File: config.mk
export PLATFORM = sky130hd
export DESIGN_NAME = mem_arbiter
export DESIGN_NICKNAME = d
export VERILOG_FILES = /design/src/rtl/mem_arbiter.sv
export SDC_FILE = /design/constraint.sdc
export NUM_CORES = 1
export LEC_CHECK = 0
export ABC_AREA = 1
export CORE_AREA = 2 2 114 116
export CTS_CLUSTER_DIAMETER = 80
export CTS_CLUSTER_SIZE = 14
export DETAILED_ROUTE_END_ITERATION = 10
export DIE_AREA = 0 0 116 118
export HOLD_SLACK_MARGIN = 0.02
export SLEW_MARGIN = 20
export SYNTH_ARGS = -nofsm -noshare
export SYNTH_HDL_FRONTEND = slang
export SYNTH_SLANG_ARGS = --single-unit
File: constraint.sdc
create_clock -name clk -period 2.74 [get_ports clk]
set_input_delay 0.548 -clock clk [delete_from_list [all_inputs] [get_ports clk]]
set_output_delay 0.548 -clock clk [all_outputs]
set_load 0.05 [all_outputs]
File: src/rtl/mem_arbiter.sv
// Single-port memory arbiter shared by the fetch and memory stages.
// Data has priority; a starvation counter gives fetch a turn after MAX_WAIT
// consecutive denials. Read responses are steered back to their owner by a
// fixed-latency tag pipeline of MEM_LAT stages.
module mem_arbiter #(
  parameter int unsigned MEM_LAT  = 1,
  parameter int unsigned MAX_WAIT = 4
) (
  input  logic        clk,
  input  logic        rst,
  // fetch requester
  input  logic        f_req,
  input  logic [31:0] f_addr,
  output logic        f_gnt,
  output logic        f_rvalid,
  output logic [31:0] f_rdata,
  // data requester
  input  logic        d_req,
  input  logic        d_we,
  input  logic [31:0] d_addr,
  input  logic [31:0] d_wdata,
  input  logic [2:0]  d_width,
  output logic        d_gnt,
  output logic        d_rvalid,
  output logic [31:0] d_rdata,
  // memory port
  output logic        mem_en,
  output logic        mem_we,
  output logic [31:0] mem_addr,
  output logic [31:0] mem_wdata,
  output logic [2:0]  mem_width,
  input  logic [31:0] mem_rdata,
  // hazard unit
  output logic        stall_f,
  output logic        stall_m,
  output logic [15:0] conflict_cnt
);

  localparam logic [3:0] MAX_W = 4'(MAX_WAIT);

  logic [3:0]         starve_q, starve_d;
  logic [MEM_LAT-1:0] vld_q, vld_d;   // tag valid per stage
  logic [MEM_LAT-1:0] own_q, own_d;   // tag owner per stage, 1 = fetch
  logic [2:0]         pend_q, pend_d; // loads granted but not yet returned
  logic [15:0]        cnt_q, cnt_d;
  logic               f_win, d_win, rd_issue, ld_gnt;

  // Arbitration and memory command; grants are suppressed while in reset.
  always_comb begin
    f_win     = ~rst & f_req & (~d_req | (starve_q == MAX_W));
    d_win     = ~rst & d_req & ~f_win;
    f_gnt     = f_win;
    d_gnt     = d_win;
    mem_en    = f_win | d_win;
    mem_we    = d_win & d_we;
    mem_addr  = f_win ? f_addr : d_addr;
    mem_width = f_win ? 3'b010 : d_width;
    mem_wdata = d_wdata;
    rd_issue  = mem_en & ~mem_we;
    ld_gnt    = d_win & ~d_we;
  end

  // Response steering, stalls and next-state for all counters and tags.
  always_comb begin
    f_rvalid = ~rst & vld_q[MEM_LAT-1] & own_q[MEM_LAT-1];
    d_rvalid = ~rst & vld_q[MEM_LAT-1] & ~own_q[MEM_LAT-1];
    f_rdata  = mem_rdata;
    d_rdata  = mem_rdata;
    stall_f  = ~rst & f_req & ~f_gnt;
    stall_m  = ~rst & ((d_req & ~d_gnt) | ((pend_q != 3'd0) & ~d_rvalid));

    starve_d = starve_q;
    if (f_gnt || !f_req)       starve_d = 4'd0;
    else if (starve_q != MAX_W) starve_d = starve_q + 4'd1;

    vld_d    = vld_q;
    own_d    = own_q;
    vld_d[0] = rd_issue;
    own_d[0] = f_win;
    for (int i = 1; i < int'(MEM_LAT); i++) begin
      vld_d[i] = vld_q[i-1];
      own_d[i] = own_q[i-1];
    end

    pend_d = pend_q;
    case ({ld_gnt, d_rvalid})
      2'b10:   pend_d = pend_q + 3'd1;
      2'b01:   pend_d = pend_q - 3'd1;
      default: pend_d = pend_q;
    endcase

    cnt_d = cnt_q;
    if (f_req && d_req && cnt_q != 16'hFFFF) cnt_d = cnt_q + 16'd1;
  end

  assign conflict_cnt = cnt_q;

  // State registers; reset discards all in-flight reads.
  always_ff @(posedge clk) begin
    if (rst) begin
      starve_q <= '0;
      vld_q    <= '0;
      own_q    <= '0;
      pend_q   <= '0;
      cnt_q    <= '0;
    end else begin
      starve_q <= starve_d;
      vld_q    <= vld_d;
      own_q    <= own_d;
      pend_q   <= pend_d;
      cnt_q    <= cnt_d;
    end
  end

endmodule

* Yosys cells after proc, flatten, opt, wreduce, memory -nomap -nowiden
Index checks and enable logic that the tools add are counted.
** Storage, ports and cells
- Bits in registers :: 25
- Bits in latches :: 0
- Memory bits (writable) :: 0
- Memory bits (read-only) :: 0
- Bits of input ports :: 136
- Output and inout bits :: 155
- Word-level logic and storage cells :: 49
- Memories :: 0
** Operators by class
- $add $sub $neg :: 4
- Multiply operators :: 0
- Divide/modulo/power cells :: 0
- Magnitude comparators :: 0
- Eq/ne operators :: 5
- Shift operators :: 0
- Muxes and demuxes :: 3
- Bitwise logic cells :: 25
- Reductions and logical operators :: 7
** Operators with widths (number)
- 2-to-1 mux 32 bit :: 1
- adder 16 x 1 -> 16 bit (second input constant) :: 1
- != test 16 bit (second input constant) :: 1
- AND 1 bit :: 14
- NOT 1 bit :: 8
- case mux 3 bit (2 select lines) :: 1
- adder 4 x 1 -> 4 bit (second input constant) :: 1
- equality test 4 x 3 -> 1 bit (second input constant) :: 1
- != test 4 x 3 -> 1 bit (second input constant) :: 1
- adder 3 x 1 -> 3 bit (second input constant) :: 1
- 2-to-1 mux 3 bit :: 1
- bitwise OR 1 bit :: 3
- nonzero test 3 bit :: 1
- subtractor 3 x 1 -> 3 bit (second input constant) :: 1
- equality test 2 x 1 -> 1 bit (second input constant) :: 1
- equality test 2 bit (second input constant) :: 1
- logical AND 1 bit :: 2
- nonzero test 2 bit :: 1
- OR reduction 2 bit :: 1
- logical NOT 1 bit :: 1
- logical OR 1 bit :: 1

* Logic depth before layout (Yosys ltp)
- Depth after elaboration :: 9
- Mapped depth :: 16

* Worst setup path before layout
No wires, ideal clock.
- Kind :: input -> output
- From :: input port rst
- To :: output port stall_m
- Data arrival time :: 2.338 ns
- Required time :: 2.192 ns
- Slack :: -0.146 ns
- Cell stages on the path :: 4
- Path buffers :: 0
- Cells stage by stage :: clkinv_1 > nand2_1 > nor2_1 > o32ai_1
** On the way
- Elaborated cells on any way between the ends :: 14
** RTL lines
- start: declaration :: line 10 : input logic rst,
- NOT 1 bit :: line 66 : d_rvalid = ~rst & vld_q[MEM_LAT-1] & ~own_q[MEM_LAT-1];
- AND 1 bit (2 in a row) :: line 66
- via d_rvalid :: line 24 : output logic d_rvalid,
- NOT 1 bit :: line 70 : stall_m = ~rst & ((d_req & ~d_gnt) | ((pend_q != 3'd0) & ~d_rvalid));
- AND 1 bit :: line 70
- bitwise OR 1 bit :: line 70
- AND 1 bit :: line 70
- end: declaration :: line 35 : output logic stall_m,
The timed path passes the listed nets, and every way through them passes these cells.

* Worst setup path in the final report
- From :: input port d_req
- To :: output port mem_addr[31]
** On the way
- Word-level cells in the longest chain between the ends :: 4
** RTL lines
- start: declaration :: line 18 : input logic d_req,
- NOT 1 bit :: line 50 : f_win = ~rst & f_req & (~d_req | (starve_q == MAX_W));
- bitwise OR 1 bit :: line 50
- AND 1 bit :: line 50
- 2-to-1 mux 32 bit :: line 56 : mem_addr = f_win ? f_addr : d_addr;
- end: declaration :: line 29 : output logic [31:0] mem_addr,
Every way passes these cells.

==> metrics.txt <==
outcome=completed; Seq pwr share=roughly a third; vias in the first global route=~2400; Sink Count=25; Cells after DPL=622; Nets=596; num ports=291; Peak VDD IR=0.197 mV; Seq cells post-synth=25; max layer used=met4; core area=0.0124 mm²; CTS resizes=0; initial antenna violation count=0; R2R Path End=pend_q[2]; Leak Pwr=roughly 1.5 nW; Layout Area Growth over Synthesis=34.4%; Die Area=0.0137 mm²; RSZ-0062 raised after global routing=no; Initial Util=approximately a fifth; pre-CTS WS=-0.0597 ns; P_int=0.000772 W; Post-CTS Setup Inserts=0; clock transition at the registers of the reported paths=0.07 ns; hold endpoint=starve_q[0]; crit path max fanout=36; metal3 WL=864 µm; Syn Inst Count=416; GPL Wtd Cong=0.890; part of the power in combinational logic=40.7%; Slew Limit Fails=0; CTS tree=yes; crit path time final=2.62 ns; Net Count, Synth=557; R2R depth=15; reg-to-reg slack, setup=around 0.55 ns; share of power burned in the clock network=27.7%; WL final=roughly 8000 µm; first-pass GRT wire length=12500 µm; worst-margin pin slew=0.518 ns; endpoints failing hold=0; critical path type=input pin to output port; die width=116 µm; startpoint type of the worst setup path=input pin; Final Cycle Share=95.5%; Hold Startpoint=starve_q[0]; CTS H-tree lvls=1; syn avg cell area=approximately 6.1 µm²; Sw Pwr=0.000416 W; Final ANT Viol Nets=0; Yosys Warn Count=0; length of routed met2 wiring=4490 µm; Slew headroom=65.4%; detailed-route vias per instance=4.01; register area share after synthesis=around 20%; Rows=41; skew final=0.00143 ns; CTS Buffer Depth=2; I/O Buffers=130; drt drc=0; largest net degree at the start of global routing=38; worst reg2reg startpoint=starve_q[0]; placed cell area=0.00336 mm²; Initial DRC Count=105; routed len/inst=13.1 µm; GR Util All Layers=11.5%; via count=2513; WL met1=2770 µm; pwr dens=approximately 350 mW/mm²; GRT overflow=0; Worst-Skew Late Latency=0.26 ns; Post-Syn Area=0.00255 mm²; Max-cap violations=0; crit end category=output port; most frequent cells in the layout=nand2_1, clkdlybuf4s50_1, nor2_1; Final Instance Area=around 0.0034 mm²; CP Data Arrival Time=2.07 ns; hold path depth=1; Hold Buf Count CTS=0; Max Fclk=382 MHz; Synth cell types=28; dpl hpwl=7110 µm; drt first pass iters=4; Finish-stage setup viols=0; Sw Share=35.0%; DIE HEIGHT=118 µm; cts bufs inserted=3; Worst EP required=2.19 ns; Worst Slack Setup Final=0.125 ns; worst min-delay path category=flop to flop; # diodes=0; most common cell after layout, fill and taps aside=nand2_1; Finished Layout Cells=626; share of cells above drive strength 1=15.0%; Setup TNS Final=0 ns; total power=between 0.001 and 0.0015 W; Root Buffer=clkbuf_16
[cells by family (layout without fill, tap and decap cells)]
logic type	Yosys count	count (layout)	synth area share, %
adders and majority gates	5	5	2.74
AOI/OAI and AO/OA	22	22	4.90
buffers and inverters	136	174	35.4
xor gates and xnor gates	2	2	0.686
DFF	25	25	19.6
and+or+nand+nor	226	226	36.7
[how the worst max path moves through the flow]
stage	from	end	cells past startpoint
after detailed placement	f_req	pend_q[2]	14
after CTS	d_req	mem_addr[31]	7
after floorplan	rst	pend_q[2]	10
after global placement	f_req	pend_q[2]	14
after global routing	f_req	mem_addr[23]	9
final	d_req	mem_addr[31]	7
[critical path, cell delays in order]
cell and delay, ns:
clkdlybuf4s50_1 0.47, inv_1 0.08, o21ai_4 0.16, buf_4 0.35
nand2_1 0.10, nand2_1 0.12, buf_4 0.21
[synthesized netlist by cell type]
library cell | count | area share, %
nand2_1 | 139 | 20
buf_4 | 96 | 28
nor2_1 | 51 | 7.5
inv_1 | 27 | 4.0
dfxtp_1 | 25 | 20
nand3_1 | 19 | 3.7
a21oi_1 | 16 | 3.1
buf_6 | 4 | 1.8
ha_1 | 4 | 2.0
nand4_1 | 4 | 0.98
o21ai_0 | 4 | 0.78
buf_2 | 3 | 0.59
inv_2 | 3 | 0.44
nor3_1 | 3 | 0.59
clkbuf_1 | 2 | 0.29
nand2_2 | 2 | 0.49
nor2_2 | 2 | 0.49
nor2_4 | 2 | 0.88
and2_1 | 1 | 0.25
clkinv_1 | 1 | 0.15
fa_1 | 1 | 0.78
nand4_4 | 1 | 0.83
nor3b_1 | 1 | 0.29
o21ai_4 | 1 | 0.64
o32ai_1 | 1 | 0.34
or2_1 | 1 | 0.25
xnor2_1 | 1 | 0.34
xor2_1 | 1 | 0.34
[power groups by stage]
stage	registers, W	logic, W	clock network, W
after floorplan	0.000390	0.000625	0
after global placement	0.000384	0.000486	0
after detailed placement	0.000384	0.000490	0
after CTS	0.000376	0.000490	0.000344
after global routing	0.000377	0.000511	0.000357
final	0.000376	0.000483	0.000329
[per-layer routing]
metal	track usage, %	up-vias
met1	11.3	1105
met5	0	-
li1	-	1251
met4	1.49	0
met3	4.63	12
met2	22.7	145
[sequential cells by signal, summed over array words and instances, names as in the netlist]
register / cells
conflict_cnt: 16
starve_q: 4
pend_q: 3
own_q: 1
vld_q: 1
[through the flow]
stage | utilization [%] | hold slack (ns)
global route | 27.7 | 0.497
CTS | 27.7 | 0.483
global placement | 27.0 | 0.442
floorplan | - | 0.430
detailed placement | 27.0 | 0.469
finish | 27.7 | 0.478
[final cells by class]
cell class / count / area, µm²
clock buffers: 4 / 78.8
fillers: 1406 / 8980
inverters: 31 / 116
multi-input cells: 255 / 1160
flip-flops and latches: 25 / 500
well taps: 172 / 215
repair buffers: 139 / 1360
No activity file was read; power rests on OpenSTA's default activity.
